[src/rtl/panel_loader.sv]
// Front-panel program loader: streams (address, data) words into the panel via Load PC / Deposit presses,
// then loads the start PC and runs. Optional run watchdog: define PANEL_LOADER_WATCHDOG_EN.
module panel_loader #(
  parameter int WORD_W         = 12,
  parameter int SETUP_CYCLES   = 10,
  parameter int PRESS_CYCLES   = 10,
  parameter int RELEASE_CYCLES = 10,
  parameter int TIMEOUT_CYCLES = 1000000
) (
  input  logic              clock,
  input  logic              resetN,
  input  logic              in_valid,
  output logic              in_ready,
  input  logic [WORD_W-1:0] in_addr,
  input  logic [WORD_W-1:0] in_data,
  input  logic              in_last,
  input  logic [WORD_W-1:0] start_pc,
  input  logic              run_led,
  output logic [WORD_W-1:0] sw_value,
  output logic              sw_run,
  output logic              load_pc_btn,
  output logic              deposit_btn,
  output logic              busy,
  output logic              done,
  output logic              timeout
);

  function automatic int max_of(input int a, input int b);
    return (a > b) ? a : b;
  endfunction

  localparam int CNT_W = $clog2(max_of(max_of(SETUP_CYCLES, PRESS_CYCLES),
                                       max_of(RELEASE_CYCLES, TIMEOUT_CYCLES)) + 1);
  localparam logic [CNT_W-1:0] S_LAST = CNT_W'(SETUP_CYCLES - 1);
  localparam logic [CNT_W-1:0] P_LAST = CNT_W'(PRESS_CYCLES - 1);
  localparam logic [CNT_W-1:0] R_LAST = CNT_W'(RELEASE_CYCLES - 1);

  typedef enum logic [3:0] {
    IDLE, LPC_SETUP, LPC_PRESS, LPC_REL, DEP_SETUP, DEP_PRESS, DEP_REL,
    START_SETUP, START_PRESS, START_REL, RUN_WAIT_HI, RUN_WAIT_LO, DONE
  } state_t;

  state_t            state, state_n;
  logic [CNT_W-1:0]  cnt;
  logic [WORD_W-1:0] addr_q, data_q, start_pc_q, expected_addr;
  logic              last_q, first_word;
  logic              accept, lpc_needed, run_state, wd_fire;
  logic              setup_end, press_end, rel_end;

  assign in_ready    = (state == IDLE) || (state == DONE);
  assign accept      = in_valid && in_ready;
  assign lpc_needed  = first_word || (in_addr != expected_addr);
  assign run_state   = (state == RUN_WAIT_HI) || (state == RUN_WAIT_LO);
  assign setup_end   = (cnt == S_LAST);
  assign press_end   = (cnt == P_LAST);
  assign rel_end     = (cnt == R_LAST);

  assign load_pc_btn = (state == LPC_PRESS) || (state == START_PRESS);
  assign deposit_btn = (state == DEP_PRESS);
  assign sw_run      = run_state;
  assign busy        = !in_ready;
  assign done        = (state == DONE);

`ifdef PANEL_LOADER_WATCHDOG_EN
  logic timeout_q;
  assign wd_fire = run_state && (cnt == CNT_W'(TIMEOUT_CYCLES - 1));
  assign timeout = timeout_q;

  always_ff @(posedge clock or negedge resetN) begin
    if (!resetN)      timeout_q <= 1'b0;
    else if (accept)  timeout_q <= 1'b0;
    else if (wd_fire) timeout_q <= 1'b1;
  end
`else
  assign wd_fire = 1'b0;
  assign timeout = 1'b0;
`endif

  always_comb begin
    state_n = state;
    unique case (state)
      IDLE, DONE:  if (accept) state_n = lpc_needed ? LPC_SETUP : DEP_SETUP;
      LPC_SETUP:   if (setup_end) state_n = LPC_PRESS;
      LPC_PRESS:   if (press_end) state_n = LPC_REL;
      LPC_REL:     if (rel_end)   state_n = DEP_SETUP;
      DEP_SETUP:   if (setup_end) state_n = DEP_PRESS;
      DEP_PRESS:   if (press_end) state_n = DEP_REL;
      DEP_REL:     if (rel_end)   state_n = last_q ? START_SETUP : IDLE;
      START_SETUP: if (setup_end) state_n = START_PRESS;
      START_PRESS: if (press_end) state_n = START_REL;
      START_REL:   if (rel_end)   state_n = RUN_WAIT_HI;
      RUN_WAIT_HI: begin
        if (wd_fire)      state_n = DONE;
        else if (run_led) state_n = RUN_WAIT_LO;
      end
      RUN_WAIT_LO: if (wd_fire || !run_led) state_n = DONE;
      default:     state_n = IDLE;
    endcase
  end

  // The phase counter restarts on every state change except HI->LO, so the watchdog spans the whole run.
  always_ff @(posedge clock or negedge resetN) begin
    if (!resetN) begin
      state         <= IDLE;
      cnt           <= '0;
      sw_value      <= '0;
      last_q        <= 1'b0;
      first_word    <= 1'b1;
      expected_addr <= '0;
    end else begin
      state <= state_n;
      if (state_n == IDLE || state_n == DONE)
        cnt <= '0;
      else if (state_n != state && state != RUN_WAIT_HI)
        cnt <= '0;
      else
        cnt <= cnt + CNT_W'(1);

      if (accept)
        sw_value <= lpc_needed ? in_addr : in_data;
      else if (state == LPC_REL && state_n == DEP_SETUP)
        sw_value <= data_q;
      else if (state == DEP_REL && state_n == START_SETUP)
        sw_value <= start_pc_q;

      if (accept)
        last_q <= in_last;

      if (state == DEP_REL && state_n != DEP_REL) begin
        expected_addr <= addr_q + WORD_W'(1);
        first_word    <= 1'b0;
      end else if (state_n == DONE && state != DONE) begin
        first_word    <= 1'b1;
      end
    end
  end

  always_ff @(posedge clock) begin
    if (accept) begin
      addr_q <= in_addr;
      data_q <= in_data;
      if (in_last) start_pc_q <= start_pc;
    end
  end

endmodule

[config.mk]
export PLATFORM = sky130hd
export DESIGN_NAME = panel_loader
export DESIGN_NICKNAME = d
export VERILOG_FILES = /design/src/rtl/panel_loader.sv
export SDC_FILE = /design/constraint.sdc
export NUM_CORES = 1
export LEC_CHECK = 0
export CAP_MARGIN = 20
export CORE_ASPECT_RATIO = 2
export CORE_UTILIZATION = 35
export DETAILED_ROUTE_END_ITERATION = 8
export PLACE_DENSITY = 0.56
export SETUP_SLACK_MARGIN = 0.3
export SLEW_MARGIN = 20
export SYNTH_ARGS = -nofsm -noshare
export SYNTH_HDL_FRONTEND = slang
export SYNTH_SLANG_ARGS = --single-unit
[constraint.sdc]
create_clock -name clock -period 2.6 [get_ports clock]
set_clock_uncertainty 0.05 [all_clocks]
set_input_delay 0.52 -clock clock [delete_from_list [all_inputs] [get_ports clock]]
set_output_delay 0.52 -clock clock [all_outputs]
set_load 0.01 [all_outputs]
# Word-level counts from Yosys, hierarchy flattened
# Cells that the tools add are included.
[classes]
n_addsub = 2
multipliers = 0
div_mod_pow = 0
order_cmp = 0
n_eq_ne = 21
n_shift = 0
n_mux = 23
bitwise = 0
reduce_logical = 18
[op_table]
columns = ["op", "count"]
rows = [
  ["12-bit 2-to-1 mux", 4],
  ["4-bit 2-to-1 mux", 12],
  ["4-bit case mux with 12 select lines", 1],
  ["20-bit 2-to-1 mux", 2],
  ["4-bit by 3-bit == test with 1-bit output (second input constant)", 6],
  ["4-bit == test (second input constant)", 6],
  ["20-bit by 1-bit adder with 20-bit output (second input constant)", 1],
  ["20-bit by 4-bit == test with 1-bit output (second input constant)", 1],
  ["12-bit by 1-bit adder with 12-bit output (second input constant)", 1],
  ["12-bit != test", 1],
  ["4-bit by 2-bit == test with 1-bit output (second input constant)", 2],
  ["4-bit zero test", 2],
  ["4-bit != test (second input constant)", 2],
  ["1-bit logical AND", 6],
  ["3-bit 2-to-1 mux", 2],
  ["1-bit logical OR", 5],
  ["4-bit by 1-bit == test with 1-bit output (second input constant)", 1],
  ["4-bit by 3-bit != test with 1-bit output (second input constant)", 1],
  ["4-bit != test", 1],
  ["3-bit nonzero test", 1],
  ["1-bit 2-to-1 mux", 2],
  ["2-bit AND reduction", 1],
  ["2-bit nonzero test", 1],
  ["2-bit OR reduction", 1],
  ["1-bit zero test", 1],
]
[totals]
register_bits = 86
latch_bits = 0
mem_bits_rw = 0
romBits = 0
output_inout_bits = 19
memories = 0

# Depth between registers and ports, before layout
# Gate-level depths: netlist of run 1.
[logic_depth]
ltp_word = 10
ltp_mapped = 10
ltp_nobuf = 9

# Least setup slack after synthesis of run 1
# No wires, ideal clock.
[synth_timing]
path_kind = "reg2reg"
from = "register state[3]"
to = "register expected_addr[10]"
arrival_ns = 2.399
t_required_ns = 2.425
path_slack_ns = 0.026
path_stages_with_launch = 10
path_buffers = 1
path_cell_list = "dfrtp_1 -> nor2b_2 -> nor4b_4 -> nand2_2 -> inv_2 -> nand2_1 -> o211ai_2 -> o21a_1 -> buf_4 -> mux2_2"
[synth_via]
elab_chain_len = 7
[synth_rtl]
columns = ["item", "line", "text"]
rows = [
  ["start: declaration", "43", "state_t state, state_n;"],
  ["start signal: assignment", "111", "state <= state_n;"],
  ["4-bit == test or 4-bit zero test (tied branches)", "50", "assign in_ready = (state == IDLE) || (state == DONE);"],
  ["1-bit logical OR (*)", "50", ""],
  ["net in_ready", "13", "output logic in_ready,"],
  ["1-bit logical AND (*)", "51", "assign accept = in_valid && in_ready;"],
  ["net accept", "47", "logic accept, lpc_needed, run_state, wd_fire;"],
  ["4-bit 2-to-1 mux (*)", "82", "IDLE, DONE: if (accept) state_n = lpc_needed ? LPC_SETUP : DEP_SETUP;"],
  ["4-bit case mux with 12 select lines (*)", "81", "unique case (state)"],
  ["net state_n[0]", "43", ""],
  ["4-bit by 3-bit != test with 1-bit output (*)", "129", "if (state == DEP_REL && state_n != DEP_REL) begin"],
  ["1-bit logical AND (*)", "129", ""],
  ["end signal: assignment", "130", "expected_addr <= addr_q + WORD_W'(1);"],
  ["end: declaration", "45", "logic [WORD_W-1:0] addr_q, data_q, start_pc_q, expected_addr;"],
]
# The timed path passes the listed nets; every way through them passes the cells marked *.
# A chain may end at the register's enable or synchronous reset.

# Worst setup path after layout of run 1
[layout_timing]
from = "register cnt[0]"
to = "register cnt[2]"
[layout_via]
elab_chain_len = 7
[layout_rtl]
columns = ["item", "line", "text"]
rows = [
  ["start: declaration", "44", "logic [CNT_W-1:0] cnt;"],
  ["start signal: assignment", "117", "cnt <= cnt + CNT_W'(1);"],
  ["20-bit by 4-bit == test with 1-bit output (*)", "54, 55, 56", ""],
  ["4-bit 2-to-1 mux, or another cell as far along", "91", "START_REL: if (rel_end) state_n = RUN_WAIT_HI;"],
  ["4-bit case mux with 12 select lines (*)", "81", ""],
  ["net state_n[2]", "43", ""],
  ["4-bit != test", "114", "else if (state_n != state && state != RUN_WAIT_HI)"],
  ["1-bit logical AND", "114", ""],
  ["20-bit 2-to-1 mux", "114", ""],
  ["20-bit 2-to-1 mux (*)", "112", "if (state_n == IDLE || state_n == DONE)"],
]
# Marks and branches as above.

==> run metrics, run 1 <==
cell mode on critical path buf_4; Synth Flop Type dfrtp_1; Core ar. 0.01220 mm2; Routed Antenna Nets 0; FFs w/ async S/R, synth 0.5814; Critical-path top delay cell dfrtp_1; CP arrival 2750 ps; Setup WS post-layout 25.86 ps; top-count cell post-synth dfrtp_1; io pins 60; pre-CTS WS -548.3 ps; number of enable flip-flop cells after synthesis 36; global route overflow 0; sequential cell area fraction in the yosys report 0.5312; cell area after synthesis 0.004393 mm2; Reg2Reg Setup Slack 30 ps; Die Height 160.4 um; Max Root-Sink Buffers 2; drt drc 0; worst setup path end cnt[2]$_DFF_PN0_; Root Driver clkbuf_16; Final Core Density 0.5168; TritonCTS clock tree yes; post-synthesis cell count 381; antenna violations before repair 0; sequential share of power 0.356; drt total wl 11930 um; Clk pwr share 0.265; via count 3370; layout cells sized above 1 0.3490; Die Wd 81.22 um; worst r2r dst cnt[2]$_DFF_PN0_; initial DRC count 167; net switching power 1.606 mW; part of the cycle the worst path needs 0.9901; initial core utilization 0.3602; Comb power frac 0.379; total CTS buffers 9; overall routing resource usage 0.1959; clock transition at the registers of the reported paths 70 ps; syn avg cell area 11.53 um2; vias in the first global route 3603; P_int 3.429 mW; Syn Nets 425; pwr dens 799.0 mW/mm2; Slew HR 0.6121; Post-synth top cells 49 x dfrtp_1, 39 x nand2_1, 36 x edfxtp_1; worst slew pin tran 581.9 ps; worst-path cell chain ha_1 > nor4bb_4 > and3_4 > buf_4 > nand3_1 > o2111ai_2 > buf_4 > or3_4 > a31oi_4 > clkbuf_16 > nor3_1; Site Rows 57; Max stage delay on crit path 390 ps; Synth area leaders dfrtp_1 28%, edfxtp_1 25%, mux2_2 7.7%; Buf/Inv on CP 3; RSZ-0062 raised after global routing yes; Final nets 549; Placed Instances 617; # setup viols final 0; Worst Setup SP cnt[0]$_DFF_PN0_; # diodes 0; post-detail-place hpwl 8287 um; non-filler cells, final 657; worst r2r path cells 11; startpoint class of the critical path register; critical path class reg -> reg; routed vias/inst 5.129; Skew-Pair Late Insertion Delay 340 ps; FF+latch count, synth 86; clk sinks 86; top-area cell type share of the netlist area 0.2791; Switching Fraction 0.3190; critical path capture point type register; largest net degree at the start of global routing 30; hold buffers post-CTS 0; First-pass DRT Iterations 4; die area 0.01303 mm2; Hold Crit Class in -> async; FF-to-FF Start cnt[0]$_DFF_PN0_; Distinct cells, synth 56; worst vdd ir 732.9 uV; fin. max-slew vios 0; fin crit period 2574 ps; max cap viols 0; I/O Buffers 58; H-tree depth 3; status completed; Req. time, crit path 2780 ps; CP top delay family simple AND/OR/NAND/NOR gates; Fmax 388.5 MHz; crit-path max FO 5; final hold violation count 0; DR WL/cell 18.16 um; YS warnings 0; global-route wire length before repair 18730 um; Synth area leader dfrtp_1; critical path depth in cells 11; Syn-to-layout area delta 43.46%; Lkg Pwr 2.661 nW; gpl congestion 0.9062
-- cells by family (layout without fill, tap and decap cells) --
family / Yosys count / in the layout / synth area share
AND/OR/NAND/NOR: 152 / 152 / 0.1800
adder cells (fa/ha/maj): 3 / 3 / 0.008545
other: 1 / 1 / 0.0008536
AO/OA/AOI/OAI: 34 / 35 / 0.05782
buffers and inverters: 25 / 153 / 0.03674
XOR/XNOR: 41 / 41 / 0.08174
flip-flops: 86 / 86 / 0.5312
multiplexers: 39 / 39 / 0.1031
-- sequential cells by signal (all words and copies together) (netlist names) --
register / count
cnt: 20
addr_q: 12
data_q: 12
expected_addr: 12
start_pc_q: 12
sw_value: 12
state: 4
first_word: 1
last_q: 1
-- layout make-up --
type	count	area (um2)
multi-input cells	271	2183
well taps	147	183.9
fillers	1072	5893
repair buffers	129	1250
clock buffers	11	242.7
flip-flops and latches	86	2338
clock inverters	5	66.31
inverters	8	37.54
-- worst register-to-register path: stages, from the launching register on --
cell and delay, ps:
dfrtp_1 390, ha_1 220, nor4bb_4 150, and3_4 190, buf_4 140, nand3_1 110
o2111ai_2 150, buf_4 170, or3_4 330, a31oi_4 280, clkbuf_16 220, nor3_1 50
-- cell usage in the layout (no fill, tap or decap), types with 3 or more instances in the layout --
cell type         n
buf_4            56
dfrtp_1          45
clkdlybuf4s50_1  40
nand2_1          36
edfxtp_1         36
mux2_2           30
xor2_1           26
nor2_1           25
nand3_1          21
xnor2_1          14
nor3_2           13
a31oi_1          13
clkbuf_16        11
dlygate4sd2_1    10
nor3_1            8
and3_1            7
inv_1             6
nor3_4            6
buf_12            6
buf_6             6
mux2_4            5
dlymetal6s2s_1    5
nand4_1           4
o21ai_0           4
dfrtp_2           4
nand2b_1          3
nand2_4           3
o31ai_1           3
mux2i_1           3
ha_1              3
-- how the worst min path moves through the flow --
stage | startpoint | to | depth (start not counted)
finish | resetN | cnt[12]$_DFF_PN0_ | 1
global route | resetN | cnt[16]$_DFF_PN0_ | 1
CTS | resetN | expected_addr[5]$_DFFE_PN0P_ | 1
detailed placement | first_word$_DFFE_PN1P_ | first_word$_DFFE_PN1P_ | 2
global placement | first_word$_DFFE_PN1P_ | first_word$_DFFE_PN1P_ | 2
floorplan | resetN | cnt[0]$_DFF_PN0_ | 0
-- metal layers --
metal	GRT usage	wire length [um]
met5	0	0
met4	0.08847	338
met3	0.03409	368
met2	0.3782	7113
met1	0.1910	4108
-- repair_timing --
item	in CTS	in global routing
setup buffers	11	7
setup endpoints to repair	51	49
cloned	4	2
pin swaps	17	15
gates resized for setup	56	33
-- power by group through the flow --
stage	Sequential, mW	Clock, mW	Combinational, mW
finish	1.79	1.33	1.91
global placement	1.82	0	1.30
CTS	1.80	1.36	1.64
floorplan	1.80	0	0.751
global route	1.82	1.42	2.03
detailed placement	1.82	0	1.32
-- metrics by stage --
| stage | power, mW | TNS [ps] | hold WS (ps) | cell area (um2) |
|---|---|---|---|---|
| 3_5_place_dp | 3.142 | -20230 | 444.4 | 5439 |
| 5_1_grt | 5.263 | -558.5 | 152.3 | 6302 |
| 4_1_cts | 4.809 | 0 | 151.1 | 6073 |
| 3_3_place_gp | 3.126 | -18130 | 440.0 | 5439 |
| 6_report | 5.036 | 0 | 122.8 | 6302 |
| 2_1_floorplan | 2.552 | 0 | 174.4 | 4417 |
Power figures use the tool's default switching activity.
==> run 2, diff against run 1 <==
--- a/config.mk
+++ b/config.mk
@@ -7,9 +7,9 @@
 export LEC_CHECK = 0
 export CAP_MARGIN = 20
 export CORE_ASPECT_RATIO = 2
-export CORE_UTILIZATION = 35
+export CORE_UTILIZATION = 59
 export DETAILED_ROUTE_END_ITERATION = 8
-export PLACE_DENSITY = 0.56
+export PLACE_DENSITY = 0.84
 export SETUP_SLACK_MARGIN = 0.3
 export SLEW_MARGIN = 20
 export SYNTH_ARGS = -nofsm -noshare
==> constraint.sdc (replaced) <==
create_clock -name clock -period 3.2 [get_ports clock]
set_clock_uncertainty 0.05 [all_clocks]
set_input_delay 0.64 -clock clock [delete_from_list [all_inputs] [get_ports clock]]
set_output_delay 0.64 -clock clock [all_outputs]
set_load 0.01 [all_outputs]
==> run metrics, run 2 (synthesis gave the netlist of run 1 again) <==
routed vias/inst 5.951 (was 5.129); power after layout 3.726 mW (was 5.036 mW); commonest non-fill, non-tap cell in the layout clkdlybuf4s50_1 (was buf_4); P_int 2.578 mW (was 3.429 mW); gpl congestion 0.8557 (was 0.9062); Fmax 351.6 MHz; most frequent cells in the layout 53 x clkdlybuf4s50_1, 48 x dfrtp_1, 38 x nand2_1 (was 56 x buf_4, 45 x dfrtp_1, 40 x clkdlybuf4s50_1); Final Core Density 0.7703 (was 0.5168); hold buffers post-CTS 0 (unchanged); global route overflow 0 (unchanged); I/O Buffers 58 (unchanged); fin crit period 2844 ps; die area 0.007816 mm2 (was 0.01303 mm2); Root Driver clkbuf_16 (unchanged); pre-CTS WS -0.3262 ps (was -548.3 ps); Clk pwr share 0.304 (was 0.265); Critical-path top delay cell clkdlybuf4s50_1 (was dfrtp_1); Max stage delay on crit path 460 ps (was 390 ps); Die Wd 63.02 um (was 81.22 um); CP top delay family buffers and inverters (was simple AND/OR/NAND/NOR gates); crit-path max FO 5 (unchanged); max FFs per register 20 (unchanged); max cap viols 0 (unchanged); Core ar. 0.007212 mm2 (was 0.01220 mm2); Comb power frac 0.300 (was 0.379); non-filler cells, final 546 (was 657); overall routing resource usage 0.2853 (was 0.1959); total CTS buffers 9 (unchanged); antenna violations before repair 0 (unchanged); Largest Register cnt (unchanged); sequential share of power 0.395 (was 0.356); Max Root-Sink Buffers 2 (unchanged); fin. max-slew vios 0 (unchanged); pwr dens 670.6 mW/mm2 (was 799.0 mW/mm2); worst vdd ir 545.4 uV (was 732.9 uV); worst-path cell chain clkdlybuf4s50_1 > xor2_1 > nor4_2 > nand4_1 > o2111ai_2 > buf_4 > nand2_1 > a31oi_4 > clkbuf_16 > nor3_1 (was ha_1 > nor4bb_4 > and3_4 > buf_4 > nand3_1 > o2111ai_2 > buf_4 > or3_4 > a31oi_4 > clkbuf_16 > nor3_1); Skew-Pair Late Insertion Delay 350 ps (was 340 ps); clk sinks 86 (unchanged); Site Rows 44 (was 57); layout cells sized above 1 0.2225 (was 0.3490); drt total wl 10800 um (was 11930 um); Hold Crit Class in -> async (unchanged); Setup WS post-layout 356.0 ps (was 25.86 ps); TritonCTS clock tree yes (unchanged); Req. time, crit path 3370 ps (was 2780 ps); # setup viols final 0 (unchanged); net switching power 1.148 mW (was 1.606 mW); initial DRC count 192 (was 167); status completed (unchanged); # diodes 0 (unchanged); Final nets 493 (was 549); Placed Instances 527 (was 617); H-tree depth 3 (unchanged); critical path class in -> reg (was reg -> reg); part of the cycle the worst path needs 0.8888; via count 3249 (was 3370); CP arrival 3010 ps (was 2750 ps); DR WL/cell 19.78 um (was 18.16 um); startpoint class of the critical path input pin (was register); final hold violation count 0 (unchanged); critical path capture point type register (unchanged); Syn-to-layout area delta 26.46% (was 43.46%); Routed Antenna Nets 0 (unchanged); io pins 60 (unchanged); RSZ-0062 raised after global routing no (was yes); Lkg Pwr 2.275 nW (was 2.661 nW); Die Height 124.0 um (was 160.4 um); vias in the first global route 3360 (was 3603); post-detail-place hpwl 7539 um (was 8287 um); largest net degree at the start of global routing 27 (was 30); initial core utilization 0.6091 (was 0.3602); clock transition at the registers of the reported paths 60 ps (was 70 ps); Buf/Inv on CP 3 (unchanged); drt drc 0 (unchanged); worst slew pin tran 617.4 ps (was 581.9 ps); Switching Fraction 0.3081 (was 0.3190); First-pass DRT Iterations 4 (unchanged); Slew HR 0.5884 (was 0.6121); global-route wire length before repair 16450 um (was 18730 um)
[run 2: worst paths after layout]
kind	from	slack, ps	endpoint	cells after the start
setup / recovery	in_addr[8]	360	cnt[11]$_DFF_PN0_	10
min in group clock	first_word$_DFFE_PN1P_	470	first_word$_DFFE_PN1P_	2
setup reg to reg	cnt[12]$_DFF_PN0_	420	cnt[11]$_DFF_PN0_	9
hold / removal	resetN	250	expected_addr[11]$_DFFE_PN0P_	1
hold reg to reg	first_word$_DFFE_PN1P_	470	first_word$_DFFE_PN1P_	2
max in group asynchronous	resetN	2010	first_word$_DFFE_PN1P_	2
[run 2: worst reg2reg max path, cell delays in order, from the launching register on]
cell and delay, ps:
dfrtp_1 470, nor4_4 350, nand3_1 210, o31ai_2 320, o2111ai_2 170, buf_4 190, or3_4 340, a31oi_4 290
clkbuf_16 220, nor3_1 50
[run 2: what timing repair did]
| action | CTS | global route |
|---|---|---|
| buffers inserted | 1 | 0 |
| cloned | 0 | 2 |
| setup endpoints to repair | 1 | 44 |
| resized for setup | 0 | 23 |
| pin swaps | 1 | 5 |
[run 2: power by group through the flow]
stage | sequential, mW | clock, mW | combinational [mW]
6_report | 1.47 | 1.13 | 1.12
5_1_grt | 1.49 | 1.18 | 1.19
4_1_cts | 1.47 | 1.14 | 1.00
3_5_place_dp | 1.49 | 0 | 0.986
3_3_place_gp | 1.48 | 0 | 0.957
2_1_floorplan | 1.46 | 0 | 0.607
[run 2: stage by stage]
stage          TNS (ps)  hold WS, ps  cell area (um2)
5_1_grt               0        307.5             5555
6_report              0        248.2             5555
3_3_place_gp          0        437.7             5075
2_1_floorplan         0        294.4             4393
4_1_cts               0        258.7             5405
3_5_place_dp    -0.3262        457.1             5075
[run 2: routing by layer]
| metal | wire [um] | share of wire | track usage |
|---|---|---|---|
| met5 | 0 | 0 | 0 |
| met3 | 379 | 0.035 | 0.05220 |
| met4 | 352 | 0.033 | 0.1584 |
| met2 | 6203 | 0.57 | 0.5390 |
| met1 | 3863 | 0.36 | 0.2887 |
[run 2: area by class of cell]
| type | instances | area [um2] |
|---|---|---|
| Clock inverter | 6 | 93.84 |
| Timing Repair Buffer | 74 | 752.0 |
| Inverter | 8 | 30.03 |
| Sequential cell | 86 | 2335 |
| Clock buffer | 10 | 229.0 |
| Fill cell | 473 | 1657 |
| Tap cell | 92 | 115.1 |
| Multi-Input combinational cell | 270 | 2001 |
